[src/rtl/mem_arbiter.sv]
// Two-requester (fetch / data) arbiter onto a single memory port, with a timeout abort.
// Define MEM_ARBITER_ROUND_ROBIN_EN for alternating priority; otherwise data always wins.
module mem_arbiter #(
    parameter int unsigned TIMEOUT_CYCLES = 16
) (
    input  logic        clk_i,
    input  logic        reset_i,
    input  logic        if_req_valid_i,
    input  logic [31:0] if_req_addr_i,
    output logic        if_req_ready_o,
    output logic        if_rsp_valid_o,
    input  logic        dm_req_valid_i,
    input  logic [31:0] dm_req_addr_i,
    input  logic        dm_req_we_i,
    input  logic [1:0]  dm_req_size_i,
    input  logic [31:0] dm_req_wr_data_i,
    output logic        dm_req_ready_o,
    output logic        dm_rsp_valid_o,
    output logic [31:0] rsp_data_o,
    output logic        rsp_err_o,
    output logic        mem_req_o,
    output logic [31:0] mem_addr_o,
    output logic        mem_we_o,
    output logic [1:0]  mem_size_o,
    output logic [31:0] mem_wr_data_o,
    input  logic        mem_ack_i,
    input  logic [31:0] mem_rd_data_i
);

    // state | meaning
    // IDLE  | no transfer in flight; arbitrate and accept one request
    // BUSY  | memory request driven with latched fields; wait for ack or timeout
    typedef enum logic {IDLE, BUSY} state_t;

    localparam logic [7:0] CNT_LAST = 8'(TIMEOUT_CYCLES - 1);

    state_t      state_q, state_d;
    logic        owner_dm_q;
    logic [31:0] addr_q;
    logic        we_q;
    logic [1:0]  size_q;
    logic [31:0] wr_data_q;
    logic [7:0]  cnt_q;
    logic        if_rsp_q, dm_rsp_q, err_q;
    logic [31:0] rsp_data_q;
    logic        grant_if, grant_dm;
    logic        prefer_dm;
    logic        timeout;

    assign timeout = (cnt_q == CNT_LAST);

`ifdef MEM_ARBITER_ROUND_ROBIN_EN
    logic last_if_q;

    // Pointer reset value means "fetch granted last", so data wins the first tie.
    always_ff @(posedge clk_i) begin
        if (reset_i)
            last_if_q <= 1'b1;
        else if (grant_if || grant_dm)
            last_if_q <= grant_if;
    end

    assign prefer_dm = last_if_q;
`else
    assign prefer_dm = 1'b1;
`endif

    always_comb begin
        state_d  = state_q;
        grant_if = 1'b0;
        grant_dm = 1'b0;
        case (state_q)
            IDLE: begin
                if (!reset_i) begin
                    if (dm_req_valid_i && (prefer_dm || !if_req_valid_i))
                        grant_dm = 1'b1;
                    else if (if_req_valid_i)
                        grant_if = 1'b1;
                    if (grant_if || grant_dm)
                        state_d = BUSY;
                end
            end
            BUSY: begin
                if (mem_ack_i || timeout)
                    state_d = IDLE;
            end
            default: state_d = IDLE;
        endcase
    end

    always_ff @(posedge clk_i) begin
        if (reset_i) begin
            state_q    <= IDLE;
            owner_dm_q <= 1'b0;
            addr_q     <= '0;
            we_q       <= 1'b0;
            size_q     <= '0;
            wr_data_q  <= '0;
            cnt_q      <= '0;
            if_rsp_q   <= 1'b0;
            dm_rsp_q   <= 1'b0;
            err_q      <= 1'b0;
            rsp_data_q <= '0;
        end else begin
            state_q    <= state_d;
            if_rsp_q   <= 1'b0;
            dm_rsp_q   <= 1'b0;
            err_q      <= 1'b0;
            rsp_data_q <= '0;
            if (grant_if || grant_dm) begin
                owner_dm_q <= grant_dm;
                addr_q     <= grant_dm ? dm_req_addr_i : if_req_addr_i;
                we_q       <= grant_dm & dm_req_we_i;
                size_q     <= grant_dm ? dm_req_size_i : 2'd2;
                wr_data_q  <= grant_dm ? dm_req_wr_data_i : 32'd0;
                cnt_q      <= '0;
            end else if (state_q == BUSY) begin
                // Ack in the timeout cycle still completes normally.
                if (mem_ack_i) begin
                    if_rsp_q   <= ~owner_dm_q;
                    dm_rsp_q   <= owner_dm_q;
                    rsp_data_q <= we_q ? 32'd0 : mem_rd_data_i;
                end else if (timeout) begin
                    if_rsp_q <= ~owner_dm_q;
                    dm_rsp_q <= owner_dm_q;
                    err_q    <= 1'b1;
                end else begin
                    cnt_q <= cnt_q + 8'd1;
                end
            end
        end
    end

    assign if_req_ready_o = grant_if;
    assign dm_req_ready_o = grant_dm;
    assign if_rsp_valid_o = if_rsp_q;
    assign dm_rsp_valid_o = dm_rsp_q;
    assign rsp_data_o     = rsp_data_q;
    assign rsp_err_o      = err_q;
    assign mem_req_o      = (state_q == BUSY);
    assign mem_addr_o     = addr_q;
    assign mem_we_o       = we_q;
    assign mem_size_o     = size_q;
    assign mem_wr_data_o  = wr_data_q;

endmodule

[config.mk]
export PLATFORM = sky130hd
export DESIGN_NAME = mem_arbiter
export DESIGN_NICKNAME = d
export VERILOG_FILES = /design/src/rtl/mem_arbiter.sv
export SDC_FILE = /design/constraint.sdc
export NUM_CORES = 1
export LEC_CHECK = 0
export ABC_AREA = 1
export CAP_MARGIN = 15
export CORE_UTILIZATION = 41
export DETAILED_ROUTE_END_ITERATION = 8
export MAX_ROUTING_LAYER = met4
export PLACE_DENSITY = 0.86
export SYNTH_ARGS = -nofsm -noshare
export SYNTH_HDL_FRONTEND = slang
export SYNTH_SLANG_ARGS = --single-unit
[constraint.sdc]
create_clock -name clk_i -period 3 [get_ports clk_i]
set_clock_uncertainty 0.05 [all_clocks]
set_input_delay 0.6 -clock clk_i [delete_from_list [all_inputs] [get_ports clk_i]]
set_output_delay 0.6 -clock clk_i [all_outputs]
set_load 0.01 [all_outputs]
==> results.py, run 1 <==
metrics = {
    "power_and_ir_drop": {
        "fin_total_pwr_mw": 3.120,
        "p_leak_nw": 2.776,
        "max-vdd-ir-drop_v": 0.0003364,
        "power_density_nw_per_um2": 464.0,
    },
    "worst_setup_path": {
        "r2r_start": "mem_req_o",
        "setup.worst_path.end_class": "output pin",
        "crit_buf_inv": 4,
        "path_common_cell": "clkdlybuf4s50_1",
        "worstSetupPathType": "in2out",
        "worstPathArrival_ns": 1.94,
        "cp_slowest_cell": "clkdlybuf4s50_1",
        "critPathLaunchType": "input pin",
        "cp-startpoint": "reset_i",
        "cp_slowest_stage_delay_ns": 0.53,
        "cp_max_fo": 8,
        "path_cells": "clkdlybuf4s50_1 > inv_4 > nand3_4 > inv_2 > clkdlybuf4s50_1",
        "worst_ep_required_time_ns": 2.35,
        "critPathTopFamily": "buffers and inverters",
    },
    "clocking": {
        "clk_latency_ns": 0.38,
        "cts_made_buffers": 9,
        "cts_resized": 0,
        "cts.sinks": 112,
        "clk_path_buf_depth": 2,
        "ctsHoldBuffers": 0,
        "cts_tree": "yes",
        "postCtsSetupBuffers": 0,
        "root_buffer": "clkbuf_8",
        "htree_levels": 3,
        "clk_pin_slew_ns": 0.11,
    },
    "timing": {
        "relSlewSlack_pct": 44.84,
        "post-route-period-util_pct": 86.32,
        "setup_viol": 0,
        "rsz0062_at_grt": "no",
        "fmax_mhz": 386.2,
        "slew_violations": 0,
        "tightest_slew_ns": 0.8188,
        "hold_viol_final": 0,
        "period_minus_slack_ns": 2.590,
        "fin_tns_setup_ns": 0,
    },
    "synthesis": {
        "ys_seq_area_share_pct": 54.65,
        "yosysTopAreaCell": "dfxtp_1",
        "synth.avg_cell_area_um2": 8.823,
        "ys_types": 31,
        "syn_area_um2": 4103,
        "synth_top_cell_area_share_pct": 54.65,
        "synth-seq-cells": 112,
        "yosysWarnings": 0,
        "synth.area.top_cells": "dfxtp_1, nor2_1, nand2_1",
        "synthCells": 465,
        "synthesis.nets": 602,
    },
    "flow_run": {
        "cap_violations": 0,
    },
    "drt": {
        "viasPerCell": 4.760,
        "drc": 0,
        "vias": 3984,
        "ant_nets": 0,
        "drt-initial-drc-count": 119,
        "routedWlPerCell_um": 15.01,
        "dr.pass1.iters": 4,
        "wirelength_um": 12570,
    },
    "floorplan": {
        "coreArea_um2": 9729,
        "dieArea_um2": 10410,
        "die_w_um": 102.0,
        "start_util_pct": 42.17,
        "rows": 36,
        "io_pins": 241,
        "die_h_um": 102.0,
    },
    "global_route": {
        "grt_pass1_wl_um": 18770,
        "groute.usage.overall_pct": 24.28,
        "grt_antenna_before_repair": 0,
        "grt_pass1_vias": 3838,
        "grt_max_degree": 67,
        "gr-total-overflow": 0,
    },
    "layout": {
        "nets": 836,
        "fillCellCount": 758,
        "final_cell_mix": "clkdlybuf4s50_1, dfxtp_1, nor2_1, nand2_1, inv_1",
        "drive_gt1_share_pct": 7.670,
        "diodes": 0,
        "final_common_cell": "clkdlybuf4s50_1",
        "area_growth_pct": 63.89,
    },
    "run_status": {
        "status": "complete, no violations",
    },
    "place": {
        "gp_congestion": 0.7841,
        "dpl.hpwl_um": 9235,
        "port_buffers": 240,
    },
    "worst_hold_path": {
        "hold_class": "reg2reg",
        "hold_start": "owner_dm_q",
    },
}
==> final cells by class <==
| class | instances | area, µm² | share of cell area [%] |
|---|---|---|---|
| multi-input cells | 282 | 1498 | 22.27 |
| repair buffers | 246 | 2447 | 36.40 |
| clock buffers | 11 | 141.4 | 2.103 |
| flip-flops and latches | 112 | 2242 | 33.35 |
| well taps | 133 | 166.4 | 2.475 |
| clock inverters | 5 | 41.29 | 0.6141 |
| inverters | 48 | 187.7 | 2.791 |
==> logic make-up after synthesis <==
group,synth area share (%)
simple gates,18.88
flops,54.65
compound gates,16.68
buf+inv,8.844
xor+xnor,0.6406
fa+ha+maj,0.3049
==> worst paths after layout <==
| check | end | slack [ns] | cells after the start |
|---|---|---|---|
| setup / recovery | dm_req_ready_o | 0.41 | 5 |
| setup reg to reg | cnt_q[4] | 1.11 | 7 |
| hold reg to reg | if_rsp_valid_o | 0.40 | 1 |
| hold / removal | if_rsp_valid_o | 0.40 | 1 |
==> layer usage <==
| metal | vias to the layer above | share of wire (%) | wire (µm) | GRT usage [%] |
|---|---|---|---|---|
| met3 | 16 | 7.8 | 985 | 8.208 |
| met5 | - | 0 | 0 | - |
| met2 | 156 | 50 | 6273 | 41.46 |
| met1 | 1852 | 41 | 5089 | 26.85 |
| met4 | 0 | 1.7 | 216 | 6.923 |
| li1 | 1960 | - | - | - |
==> stage by stage <==
| step | setup WS, ns | instance area [µm²] | util (%) | instances | hold WS (ns) |
|---|---|---|---|---|---|
| after detailed placement | 0.4073 | 6541 | 67.23 | 821 | 0.3674 |
| final | 0.4103 | 6724 | 69.11 | 837 | 0.3968 |
| after global routing | 0.3677 | 6724 | 69.11 | 837 | 0.4175 |
| after CTS | 0.4076 | 6724 | 69.11 | 837 | 0.3839 |
| after global placement | 0.4120 | 6541 | 67.23 | 821 | 0.3645 |
| after floorplan | 1.041 | 4103 | - | 465 | 0.3491 |
==> synthesized netlist by cell type <==
cell        n
a21oi_1     7
a22o_1     28
a32o_1      5
buf_12      1
buf_2       9
buf_4       6
buf_6       5
clkbuf_1    1
clkbuf_2    1
dfxtp_1   112
ha_1        1
inv_1      43
inv_2       2
inv_4       3
nand2_1    68
nand2_4     4
nand3_1    12
nand3_2     1
nand3_4     1
nand4_1     2
nor2_1     91
nor2_4      1
nor3_1      3
nor4_1      1
o21ai_0    20
o21ai_1    12
o21ai_2    20
o221a_2     1
o31ai_1     1
xnor2_1     1
xor2_1      2
==> worst register-to-register path, stage by stage, from the launching register on <==
cell,delay (ns)
dfxtp_1,0.61
inv_4,0.13
nand2_4,0.10
nand2_4,0.08
nor2_4,0.09
buf_4,0.40
inv_2,0.18
a21oi_1,0.17
==> state kept, by name, indices dropped and copies added (netlist names) <==
register	count
if_rsp_valid_o	1
rsp_err_o	1
mem_we_o	1
mem_size_o	2
cnt_q	8
rsp_data_o	32
mem_wr_data_o	32
owner_dm_q	1
mem_req_o	1
dm_rsp_valid_o	1
mem_addr_o	32
==> power breakdown <==
group	switching, mW	leakage (nW)	internal, mW
registers	0.0513	0.917	1.58
clock network	0.512	0.0914	0.333
logic	0.270	1.77	0.376
Power figures use the tool's default switching activity.
==> run 2: changes to the inputs <==
PLACE_DENSITY = 0.95   (was 0.86)
==> results.py, run 2 (same netlist as run 1, synthesis figures left out) <==
metrics = {
    "timing": {
        "tightest_slew_ns": 0.7616,
        "period_minus_slack_ns": 2.585,
        "fin_tns_setup_ns": 0,
        "setup_slack_ns": 0.4149,
        "rsz0062_at_grt": "no",
        "post-route-period-util_pct": 86.17,
        "setup_viol": 0,
        "hold_viol_final": 0,
        "relSlewSlack_pct": 48.69,
        "slew_violations": 0,
        "fmax_mhz": 386.8,
    },
    "clocking": {
        "cts.sinks": 112,
        "clk_pin_slew_ns": 0.09,
        "clk_latency_ns": 0.36,
        "htree_levels": 3,
        "cts_made_buffers": 9,
        "cts_resized": 0,
        "postCtsSetupBuffers": 0,
        "cts_tree": "yes",
        "ctsHoldBuffers": 0,
        "root_buffer": "clkbuf_8",
        "clk_path_buf_depth": 2,
    },
    "drt": {
        "wirelength_um": 12230,
        "viasPerCell": 4.867,
        "dr.pass1.iters": 5,
        "routedWlPerCell_um": 14.63,
        "drt-initial-drc-count": 287,
        "drc": 0,
        "ant_nets": 0,
        "vias": 4069,
    },
    "global_route": {
        "gr-total-overflow": 0,
        "grt_antenna_before_repair": 0,
        "grt_pass1_wl_um": 17750,
        "grt_max_degree": 67,
        "groute.usage.overall_pct": 22.91,
        "grt_pass1_vias": 3751,
    },
    "flow_run": {
        "cap_violations": 0,
    },
    "run_status": {
        "status": "complete, no violations",
    },
    "worst_setup_path": {
        "worstPathArrival_ns": 1.94,
        "worst_ep_required_time_ns": 2.35,
        "r2r_start": "mem_req_o",
        "setup.worst_path.end_class": "output pin",
        "critPathLaunchType": "input pin",
        "critPathCapture": "dm_req_ready_o",
        "r2r_slack_ns": 1.12,
        "regToRegEndpoint": "mem_wr_data_o[12]",
        "worst-r2r-cell-count": 6,
        "cp-startpoint": "reset_i",
        "worstSetupPathType": "in2out",
        "cp_max_fo": 8,
    },
    "floorplan": {
        "die_h_um": 102.0,
        "coreArea_um2": 9729,
        "die_w_um": 102.0,
        "rows": 36,
        "start_util_pct": 42.17,
        "dieArea_um2": 10410,
        "io_pins": 241,
    },
    "layout": {
        "diodes": 0,
        "final_cell_mix": "clkdlybuf4s50_1, dfxtp_1, nor2_1, nand2_1, inv_1",
        "final_common_cell": "clkdlybuf4s50_1",
        "nets": 835,
        "area_growth_pct": 64.38,
        "drive_gt1_share_pct": 7.539,
    },
    "place": {
        "preCtsSetupSlack_ns": 0.4042,
        "gp_congestion": 0.8440,
        "port_buffers": 240,
        "dpl.hpwl_um": 9388,
    },
    "power_and_ir_drop": {
        "p_leak_nw": 2.782,
        "power_density_nw_per_um2": 469.7,
        "max-vdd-ir-drop_v": 0.0002172,
    },
    "worst_hold_path": {
        "hold_class": "reg2reg",
    },
}
## run 2: cell types whose count changed in the layout (fill, tap and decap cells not counted), sizes merged
cell / change
bufinv: +1
inv: -1
buf: -1
## run 2: where the power goes
part | internal, mW | leakage (nW) | switching (mW)
clock | 0.409 | 0.0993 | 0.481
combinational | 0.378 | 1.77 | 0.271
sequential | 1.58 | 0.917 | 0.0514
## run 2: area by class of cell
type / count / area (µm²)
Clock buffer: 11 / 141.4
Timing Repair Buffer: 245 / 2452
Inverter: 48 / 187.7
Clock inverter: 5 / 56.30
Fill cell: 703 / 2985
Tap cell: 133 / 166.4
Sequential cell: 112 / 2242
Multi-Input combinational cell: 282 / 1498
## run 2: worst min-delay path by stage
stage / slack, ns / cells after the start / startpoint / end
3_5_place_dp: 0.39 / 1 / owner_dm_q / if_rsp_valid_o
2_1_floorplan: 0.35 / 1 / owner_dm_q / if_rsp_valid_o
6_report: 0.41 / 2 / mem_addr_o[3] / mem_addr_o[3]
4_1_cts: 0.41 / 1 / owner_dm_q / if_rsp_valid_o
5_1_grt: 0.42 / 1 / owner_dm_q / if_rsp_valid_o
3_3_place_gp: 0.39 / 2 / mem_addr_o[0] / mem_addr_o[0]
## run 2: critical path: stages
cell,delay (ns)
clkdlybuf4s50_1,0.50
inv_4,0.17
nand3_4,0.08
inv_2,0.06
clkdlybuf4s50_1,0.52
## run 2: stage by stage
step                      util [%]  hold slack (ns)  cell area [µm²]  power, mW  cells
after global routing         69.32           0.4235             6744      3.306    836
after CTS                    69.32           0.4098             6744      3.196    836
after detailed placement     67.28           0.3894             6546      2.312    820
after global placement       67.28           0.3882             6546      2.289    820
after floorplan                  -           0.3491             4103      1.911    465
final                        69.32           0.4109             6744      3.168    836
## run 2: per-layer routing
metal	wire length, µm	global-route usage (%)
met5	0	-
met4	167	8.571
met3	974	4.856
met2	6342	41.09
met1	4743	24.70
